`config.mk`:
```
export PLATFORM = sky130hd
export DESIGN_NAME = mpc_sequencer
export DESIGN_NICKNAME = d
export VERILOG_FILES = /design/src/rtl/mpc_sequencer_pkg.sv /design/src/rtl/mpc_return_stack.sv /design/src/rtl/mpc_sequencer.sv
export SDC_FILE = /design/constraint.sdc
export NUM_CORES = 1
export LEC_CHECK = 0
export ABC_AREA = 1
export CAP_MARGIN = 25
export CELL_PAD_IN_SITES_DETAIL_PLACEMENT = 0
export CELL_PAD_IN_SITES_GLOBAL_PLACEMENT = 1
export CORE_UTILIZATION = 43
export CTS_BUF_LIST = sky130_fd_sc_hd__clkbuf_2
export DETAILED_ROUTE_END_ITERATION = 10
export PLACE_DENSITY_LB_ADDON = 0.05
export SLEW_MARGIN = 15
export SYNTH_ARGS = -nofsm -noshare
export SYNTH_HDL_FRONTEND = slang
export SYNTH_HIERARCHICAL = 1
export SYNTH_SLANG_ARGS = --single-unit
```
`constraint.sdc`:
```
create_clock -name MPCSEQ_CLOCK_50 -period 3.6 [get_ports MPCSEQ_CLOCK_50]
set_input_delay 0.72 -clock MPCSEQ_CLOCK_50 [delete_from_list [all_inputs] [get_ports MPCSEQ_CLOCK_50]]
set_output_delay 0.72 -clock MPCSEQ_CLOCK_50 [all_outputs]
set_load 0.005 [all_outputs]
```
`src/rtl/mpc_sequencer_pkg.sv`:
```
// Shared microsequencer constants: COND encodings, ALU flag bit positions, bus widths.
// Also used by the MIR and control-store blocks so field encodings stay in one place.
package mpc_sequencer_pkg;

    localparam int JUMP_ADDR_BUS_WIDTH = 11;
    localparam int COND_BUS_WIDTH      = 3;
    localparam int STACK_DEPTH         = 4;

    // Bit positions within the {N,Z,C,V} flag bus
    localparam int FLAG_N = 3;
    localparam int FLAG_Z = 2;
    localparam int FLAG_C = 1;
    localparam int FLAG_V = 0;

    typedef enum logic [COND_BUS_WIDTH-1:0] {
        COND_NEXT = 3'd0,
        COND_JN   = 3'd1,
        COND_JZ   = 3'd2,
        COND_JC   = 3'd3,
        COND_JV   = 3'd4,
        COND_JMP  = 3'd5,
        COND_CALL = 3'd6,
        COND_RET  = 3'd7
    } cond_e;

endpackage

```
`src/rtl/mpc_return_stack.sv`:
```
// Micro-subroutine return-address LIFO with registered entries and synchronous reset.
// Latency: push/pop take effect at the next rising edge; top_dat is a combinational read.
// Backpressure: none; push while full and pop while empty are ignored, callers check full/empty.
module mpc_return_stack #(
    parameter int WIDTH = 11,
    parameter int DEPTH = 4
) (
    input  logic             clk,
    input  logic             rst,
    input  logic             push,
    input  logic             pop,
    input  logic [WIDTH-1:0] push_dat,
    output logic [WIDTH-1:0] top_dat,
    output logic             full,
    output logic             empty
);

    localparam int PW = $clog2(DEPTH);

    // One extra pointer bit distinguishes full (DEPTH) from empty (0)
    logic [PW:0]      sp;
    logic [WIDTH-1:0] entries [DEPTH];

    assign full    = (sp == (PW+1)'(DEPTH));
    assign empty   = (sp == '0);
    assign top_dat = entries[sp[PW-1:0] - PW'(1)];

    always_ff @(posedge clk) begin
        if (rst) begin
            sp <= '0;
            for (int i = 0; i < DEPTH; i++) begin
                entries[i] <= '0;
            end
        end else if (push && !full) begin
            entries[sp[PW-1:0]] <= push_dat;
            sp                  <= sp + (PW+1)'(1);
        end else if (pop && !empty) begin
            sp <= sp - (PW+1)'(1);
        end
    end

endmodule

```
`src/rtl/mpc_sequencer.sv`:
```
// Microprogram sequencer: selects the next control-store address from COND, ALU flags and a return stack.
// Latency: COND/flags in cycle n give a new MPC after rising edge n+1; STALL is combinational.
// Backpressure: RD/WR without MEM_READY stalls, freezing MPC, stack and sticky flags.
module mpc_sequencer
    import mpc_sequencer_pkg::*;
#(
    parameter int DEPTH = STACK_DEPTH
) (
    input  logic                           MPCSEQ_CLOCK_50,
    input  logic                           MPCSEQ_RESET_IN,
    input  logic [COND_BUS_WIDTH-1:0]      MPCSEQ_COND_IN,
    input  logic [JUMP_ADDR_BUS_WIDTH-1:0] MPCSEQ_JUMP_ADDR_IN,
    input  logic                           MPCSEQ_RD_IN,
    input  logic                           MPCSEQ_WR_IN,
    input  logic                           MPCSEQ_MEM_READY_IN,
    input  logic [3:0]                     MPCSEQ_FLAGS_IN,
    output logic [JUMP_ADDR_BUS_WIDTH-1:0] MPCSEQ_MPC_OUT,
    output logic                           MPCSEQ_STALL_OUT,
    output logic                           MPCSEQ_OVERFLOW_OUT,
    output logic                           MPCSEQ_UNDERFLOW_OUT
);

    logic [JUMP_ADDR_BUS_WIDTH-1:0] mpc;
    logic [JUMP_ADDR_BUS_WIDTH-1:0] mpc_inc;
    logic [JUMP_ADDR_BUS_WIDTH-1:0] mpc_nxt;
    logic [JUMP_ADDR_BUS_WIDTH-1:0] stk_top_dat;
    logic                           stk_full;
    logic                           stk_empty;
    logic                           stk_push;
    logic                           stk_pop;
    logic                           set_ovf;
    logic                           set_unf;
    logic                           ovf;
    logic                           unf;
    logic                           stall;

    assign stall   = (MPCSEQ_RD_IN | MPCSEQ_WR_IN) & ~MPCSEQ_MEM_READY_IN;
    assign mpc_inc = mpc + JUMP_ADDR_BUS_WIDTH'(1);

    // Decisions are computed unconditionally; stall gates the stack strobes and the register update
    always_comb begin
        mpc_nxt  = mpc_inc;
        stk_push = 1'b0;
        stk_pop  = 1'b0;
        set_ovf  = 1'b0;
        set_unf  = 1'b0;
        case (cond_e'(MPCSEQ_COND_IN))
            COND_NEXT: mpc_nxt = mpc_inc;
            COND_JN:   if (MPCSEQ_FLAGS_IN[FLAG_N]) mpc_nxt = MPCSEQ_JUMP_ADDR_IN;
            COND_JZ:   if (MPCSEQ_FLAGS_IN[FLAG_Z]) mpc_nxt = MPCSEQ_JUMP_ADDR_IN;
            COND_JC:   if (MPCSEQ_FLAGS_IN[FLAG_C]) mpc_nxt = MPCSEQ_JUMP_ADDR_IN;
            COND_JV:   if (MPCSEQ_FLAGS_IN[FLAG_V]) mpc_nxt = MPCSEQ_JUMP_ADDR_IN;
            COND_JMP:  mpc_nxt = MPCSEQ_JUMP_ADDR_IN;
            COND_CALL: begin
                mpc_nxt = MPCSEQ_JUMP_ADDR_IN;
                if (stk_full) set_ovf  = 1'b1;
                else          stk_push = ~stall;
            end
            COND_RET: begin
                if (stk_empty) begin
                    mpc_nxt = '0;
                    set_unf = 1'b1;
                end else begin
                    mpc_nxt = stk_top_dat;
                    stk_pop = ~stall;
                end
            end
            default: mpc_nxt = mpc_inc;
        endcase
    end

    always_ff @(posedge MPCSEQ_CLOCK_50) begin
        if (MPCSEQ_RESET_IN) begin
            mpc <= '0;
            ovf <= 1'b0;
            unf <= 1'b0;
        end else if (!stall) begin
            mpc <= mpc_nxt;
            ovf <= ovf | set_ovf;
            unf <= unf | set_unf;
        end
    end

    mpc_return_stack #(
        .WIDTH (JUMP_ADDR_BUS_WIDTH),
        .DEPTH (DEPTH)
    ) u_return_stack (
        .clk      (MPCSEQ_CLOCK_50),
        .rst      (MPCSEQ_RESET_IN),
        .push     (stk_push),
        .pop      (stk_pop),
        .push_dat (mpc_inc),
        .top_dat  (stk_top_dat),
        .full     (stk_full),
        .empty    (stk_empty)
    );

    assign MPCSEQ_MPC_OUT       = mpc;
    assign MPCSEQ_STALL_OUT     = stall;
    assign MPCSEQ_OVERFLOW_OUT  = ovf;
    assign MPCSEQ_UNDERFLOW_OUT = unf;

endmodule

```
==> results.txt, run 1 <==
The run finished with clean final reports. The cell depth of the worst hold path came out at 2. The count of distinct cell types in the synthesized netlist came out at 36.

The logic depth of the worst register-to-register path is 10. After synthesis, the cell types taking the most area are edfxtp_1 (38%), nand2_1 (10%), nor2_1 (10%). The violation count after the first detailed-routing iteration is 179. The share of the synthesized area in the top cell type came out at 0.3839. By area, the combinational part of the netlist is dominated by simple AND/OR/NAND/NOR gates. In the final layout, the share of cells above drive strength 1 is 0.08660. The complex-gate fraction of the synthesized area came to 0.1181.

The post-synthesis sequential area ratio is 0.4769. Summing all multi-input logic gate instances after layout gives ~1500 um2. The max-slew violation count was 0. The minimum setup slack among reg-to-reg paths came out at 790 ps. The post-DP HPWL came out at 6.165 mm. In the synthesized netlist the dominant register cell turns out to be edfxtp_1. The upper clock frequency limit is 353.6 MHz. The first-pass iteration count of the detailed router is 5. In this run the critical register-to-register path is captured at u_return_stack/entries[2][7].

The total area inside the core boundary comes to 7727 um2. The worst register-to-register path begins at u_return_stack/sp[0]. The final worst setup slack came out at 772.2 ps. Setup repair after global routing left no endpoint under its margin. Of the total synthesized cell area, the portion taken by full adders, half adders and majority gates is 0.01309. The clock-pin slew of the registers on the worst-case setup and hold paths is 180 ps.

TritonCTS built the clock tree. The count of nets after finishing is 506. The worst hold path terminates at MPCSEQ_OVERFLOW_OUT. The fraction of the cycle the final worst path needs is 0.7855.

The largest total area in the synthesized netlist belongs to edfxtp_1. The total number of clock tree sinks came out at 60. In this run the most critical hold path is launched from MPCSEQ_OVERFLOW_OUT. The die area came out at ~8400 um2. Dividing the detail-routed via count by the number of cells gives roughly 4.9.

The leakage power total is 1.740 nW. The number of port buffers came out at 36. The synthesized design contains 60 register bits. The path category of the worst min-delay check is register to register. For this design, the slowest cell found on the critical path is clkdlybuf4s50_1. Data on the critical path is required at its endpoint by 2880 ps. The number of max-cap violations came out at 0. The number of warnings reported in the yosys synthesis log came out at 6.

Setup total negative slack on the finished layout was measured at 0 ps. The initial antenna violation count is 0. The via count of the first global-routing pass came out at 2746. At the end of the flow the core is filled with cells to 0.5176.

The clock passes through at most 2 buffers. The combined global-route utilization of all metal layers came out at 0.2150. The synthesis-to-finish area growth is 16.21%. By startpoint and endpoint, the worst setup path is classified as input pin to primary output.

The die outline width is 91.47 um. The final clock skew came out at 32.82 ps. The highest fanout seen on the critical path is 5. Of all flip-flops after synthesis, the portion carrying an async set or reset was 0.

In the final layout, flip-flops and latches occupy 1642 um2. In this run the mean area of a mapped cell was 7.787 um2. The count of antenna diodes in the layout came out at 0. The overflow left after global routing came out at 0. The multiplexer area fraction after synthesis came out at 0.

The post-cts repair resize count came out at 0. By count the netlist is led by nand2_1 (96), nor2_1 (96), inv_1 (55), o21ai_0 (46), edfxtp_1 (44). The number of setup buffers added after CTS is 0. Synthesis produced 442 cells. The worst-case headroom to the max-slew limit came out at 0.5296.

The clock period minus worst slack is 2828 ps. The netlist area before placement is around 3400 um2. The origin of the worst setup path is MPCSEQ_WR_IN.

The synthesized-area fraction occupied by xor and xnor cells came out at 0.01236. The simple-gate share of the synthesized area is 0.2897. The remaining number of nets flagged by the antenna check after routing came out at 0. The net count after synthesis came out at 468. The highest cell delay on the worst timing path is 590 ps. The count of flip-flops with a built-in enable after synthesis came out at 44. Row generation in the floorplan step produced 32 rows.

The number of hold violations in the final report is 0. The kind of cell with the highest combined delay along the critical path is buffers and inverters. The critical path capture point type is a primary output. The initial core utilization is 0.4454. The placer's final routability congestion estimate is 0.8161. The detail-routed net length per standard cell is 14.00 um. The final wirelength came out at 8.219 mm. The cell at the root of the clock tree is clkbuf_2. The critical path goes through clkdlybuf4s50_1, nor2_1, nor2_1, clkdlybuf4s50_1. The count of boundary I/O pins is 37. Setup violations remaining at the end of the flow were counted as 0.

The placement-stage worst setup slack came out at 442.8 ps. From bottom edge to top edge, the die measures 91.47 um. The worst setup path is launched from an input pin. Together, buffers and inverters on the worst path number 2. The DRC violation count after routing came out at 0.

The first global-routing pass estimated approximately 14 mm of wire. The largest net degree at the start of global routing came out at 29. The critical path arrival came out at 2110 ps. After clock tree synthesis, the flow added hold-fix buffers numbering 0. The fill cell total of the finished layout is 768. The clock buffer count from CTS came out at 9. The actual transition at the worst max-transition pin came out at 704.9 ps. The latest clock arrival within the worst-skew pair is 500 ps. The maximum VDD drop came out at 0.1654 mV.

Final hold analysis gives a worst-case slack of 473.2 ps. Detailed routing inserted a total of between 2000 and 3000 vias. The number of H-tree branching levels came out at 3. In this run the power density over the cells is ~370 nW/um2.
placed cells by master, fill, tap and decap left out, types with 4 or more instances in the layout:
cell type and n:
o22ai_1 11, edfxtp_1 44, nand4_1 4, inv_1 55, o21ai_0 46, nand3_1 10, dfxtp_1 16, nor2_1 96
nand2_1 96, buf_4 6, clkbuf_2 9, a21oi_1 11, nand2_2 5, clkdlybuf4s50_1 36
final cells by class:
type | count | share of cell area
Timing Repair Buffer | 42 | 0.1013
Clock inverter | 7 | 0.01877
Clock buffer | 9 | 0.01126
Inverter | 57 | 0.05349
Tap cell | 102 | 0.03190
Sequential cell | 60 | 0.4104
Multi-Input combinational cell | 310 | 0.3728
cell families after synthesis:
family	after synthesis
fa+ha+maj	3
compound gates	75
flops	60
buf+inv	72
simple gates	228
xor+xnor	4
sequential cells by signal, summed over array words and instances, names as in the netlist:
register                cells
MPCSEQ_MPC_OUT             11
MPCSEQ_UNDERFLOW_OUT        1
u_return_stack/sp           3
MPCSEQ_OVERFLOW_OUT         1
u_return_stack/entries     44
how the worst max path moves through the flow:
stage                              endpoint  slack (ps)  cells after the start
2_1_floorplan  u_return_stack/entries[3][0]         630                      9
3_3_place_gp   u_return_stack/entries[2][4]         560                      9
3_5_place_dp   u_return_stack/entries[2][3]         440                      9
4_1_cts                    MPCSEQ_STALL_OUT         770                      4
5_1_grt        u_return_stack/entries[2][5]         480                     10
6_report                   MPCSEQ_STALL_OUT         770                      4
metrics by stage:
step,area (um2),power [mW],cells
2_1_floorplan,3442,0.9595,442
3_3_place_gp,3880,1.063,571
3_5_place_dp,3880,1.063,571
4_1_cts,4000,1.500,587
5_1_grt,4000,1.570,587
6_report,4000,1.488,587
report_power, final:
group / internal [mW] / switching (mW)
clock: 0.162 / 0.277
sequential: 0.771 / 0.0236
combinational: 0.100 / 0.154
total: 1.03 / 0.455
worst reg2reg max path: stages, from the launching register on:
cell     delay [ps]
dfxtp_1         350
buf_4           260
inv_1           110
ha_1            240
nand2_2         130
inv_1            70
nor3_1          470
nand2_4         160
nor2_1          570
nand2_1         170
nor2_1          150
layer usage:
metal / wire (um) / up-vias / global-route usage
met5: 0 / - / 0
met1: 4302 / 1314 / 0.3246
met2: 3457 / 71 / 0.3058
met3: 397 / 5 / 0.05025
li1: - / 1514 / -
met4: 61 / 0 / 0.05688
Note: power is estimated with default switching activity, not from simulation.
==> run 2: changes to the inputs <==
--- a/config.mk
+++ b/config.mk
@@ -9,7 +9,7 @@
 export CAP_MARGIN = 25
 export CELL_PAD_IN_SITES_DETAIL_PLACEMENT = 0
 export CELL_PAD_IN_SITES_GLOBAL_PLACEMENT = 1
-export CORE_UTILIZATION = 43
+export CORE_UTILIZATION = 39
 export CTS_BUF_LIST = sky130_fd_sc_hd__clkbuf_2
 export DETAILED_ROUTE_END_ITERATION = 10
 export PLACE_DENSITY_LB_ADDON = 0.05
==> constraint.sdc (replaced) <==
create_clock -name MPCSEQ_CLOCK_50 -period 2.41 [get_ports MPCSEQ_CLOCK_50]
set_input_delay 0.482 -clock MPCSEQ_CLOCK_50 [delete_from_list [all_inputs] [get_ports MPCSEQ_CLOCK_50]]
set_output_delay 0.482 -clock MPCSEQ_CLOCK_50 [all_outputs]
set_load 0.005 [all_outputs]
==> results.txt, run 2 (same netlist as run 1, synthesis figures left out) <==
The run finished with clean final reports. The maximum VDD drop came out at 0.2265 mV (+37%). The CTS tree is done. The final wirelength came out at 8.436 mm (+2.6%). The class of the most critical setup path is input pin to primary output. The via count of the first global-routing pass came out at 2716 (-1.1%). More flip-flops sit in one register than any other, and that register is u_return_stack/entries. The first-pass iteration count of the detailed router was 5 (unchanged). The highest fanout seen on the critical path came out at 3 (-2).

The clock-pin slew of the registers on the worst-case setup and hold paths came out at 210 ps (+30 ps). Setup repair after global routing left no endpoint under its margin. The number of port buffers was 36 (unchanged). The fraction of the cycle the final worst path needs came out at 0.9397. The initial core utilization came to 0.4107 (-0.03478).

The total number of clock tree sinks is 60 (unchanged). The power density relative to cell area is 545.1 nW/um2 (+47%). The DRC violation count after routing is 0 (unchanged). The die outline width is 95.95 um (+4.9%).

The max-slew violation count is 0 (unchanged). The synthesis-to-finish area growth came out at 20.65%. The required time of the critical path came out at 1930 ps (-950 ps). The share of cells above drive strength 1 is 0.1220 (+0.03540).

The area of the core is 8382 um2 (+8.5%). The placer's final routability congestion estimate is 0.8230 (+0.85%). The clock period minus worst slack came out at 2265 ps. Leaving out fill and tap cells, the most frequent cells in the layout are nor2_1 (96), nand2_1 (94), inv_1 (55). The site row count came out at 33 (+3.1%). The overflow left after global routing came out at 0 (unchanged). The number of max-cap violations was 0 (unchanged). The detail-routed net length per standard cell is 13.94 um (-0.41%).

The total power after layout is 2.264 mW (+52%). The count of boundary I/O pins is 37 (unchanged). The element type at the critical path start is an input pin.

The final clock skew came out at 33.78 ps (+0.9586 ps). Leaving out fill and tap cells, the most frequent cell in the layout is nor2_1. The count of antenna diodes in the layout came to 0 (unchanged). The remaining number of nets flagged by the antenna check after routing came to 0 (unchanged). The critical path capture point type is a primary output. The leakage power total is 1.835 nW (+5.4%). The first-pass GRT wire length is 14.01 mm (+1.1%).

The die height came out at 95.95 um (+4.9%). The number of failing setup endpoints in the final timing report is 0 (unchanged). The total cell area at the placement stage came to 4033 um2 (+3.9%). The combined global-route utilization of all metal layers came out at 0.2056 (-0.009369).

The count of nets after finishing is 521 (+3.0%). The routed via count was 2951 (+1.6%). The die area is 9205 um2 (+10%). The actual transition at the worst max-transition pin came to 626.9 ps (-77.98 ps). The via density per instance is 4.878 (-1.4%). The number of hold buffers added after cts is 0 (unchanged).

The flip-flop count of the largest register, all copies and words added is 44 (unchanged). The number of hold violations in the final report came out at 0 (unchanged). The critical path arrival came out at 1780 ps (-330 ps). The clock buffer count from CTS is 9 (unchanged). The clock tree buffer depth is 2 (unchanged). The latest clock arrival within the worst-skew pair is 510 ps (about the same). The initial antenna violation count was 0 (unchanged). The violation count after the first detailed-routing iteration came to 147 (-18%). The number of setup buffers added after CTS was 0 (unchanged). The path category of the worst min-delay check is register to register. The post-DP HPWL is 6.462 mm (+4.8%). The number of H-tree branching levels came out at 3 (unchanged). The upper clock frequency limit is between 400 and 500 MHz. CTS placed an instance of clkbuf_2 at the clock tree root. The fill cell total of the finished layout came out at 854 (+11%). The worst-case headroom to the max-slew limit is 0.5816 (+0.05205). The post-cts repair resize count came out at 0 (unchanged). The summed area of non-filler cells in the final layout is 4153 um2 (+3.8%). The largest net degree at the start of global routing was 28 (-3.4%).
==> run 2: cell types whose count changed in the layout (fill, tap and decap cells not counted), moves of 2 or more <==
cell,previous run,this run
nand2_2,5,7
buf_4,6,20
nand2_1,96,94
clkinvlp_4,3,0
clkinv_4,1,3
==> run 2: cell type report <==
type | instances | area (um2) | share of cell area
multi-input cells | 310 | 1515 | 0.3649
repair buffers | 57 | 530.5 | 0.1277
inverters | 57 | 214.0 | 0.05152
clock buffers | 9 | 45.04 | 0.01085
well taps | 105 | 131.4 | 0.03164
flip-flops and latches | 60 | 1642 | 0.3953
clock inverters | 7 | 75.07 | 0.01808
==> run 2: final timing paths <==
kind / from / endpoint / slack [ps] / depth (start not counted)
max: MPCSEQ_WR_IN / MPCSEQ_STALL_OUT / 150 / 4
min: MPCSEQ_OVERFLOW_OUT / MPCSEQ_OVERFLOW_OUT / 470 / 2
max reg2reg: u_return_stack/sp[1] / u_return_stack/sp[2] / 190 / 11
min reg2reg: MPCSEQ_OVERFLOW_OUT / MPCSEQ_OVERFLOW_OUT / 470 / 2
==> run 2: critical path, cell delays in order <==
cell	delay (ps)
clkdlybuf4s50_1	450
nor2_1	40
nor2_1	240
clkdlybuf4s50_1	560
==> run 2: layer usage <==
layer	up-vias	wire (um)	track usage
met3	10	353	0.03081
li1	1539	-	-
met5	-	0	0
met1	1335	4420	0.3104
met4	0	102	0.07090
met2	67	3559	0.2970
==> run 2: power breakdown <==
part	switching, mW	leakage [nW]	internal (mW)	total (mW)
registers	0.0336	0.587	1.15	1.19
clock network	0.425	0.0762	0.245	0.670
logic	0.239	1.17	0.169	0.408
total	0.698	1.83	1.57	2.26
==> run 2: through the flow <==
step | util | worst slack, ps | hold WS, ps | setup TNS [ps] | std cells
floorplan | - | -89.31 | 440.5 | -982.4 | 442
global placement | 0.4811 | -8.558 | 441.0 | -8.558 | 589
detailed placement | 0.4811 | -65.00 | 444.1 | -65.00 | 589
CTS | 0.4954 | 132.3 | 464.8 | 0 | 605
global route | 0.4954 | 35.91 | 501.4 | 0 | 605
finish | 0.4954 | 145.3 | 466.9 | 0 | 605
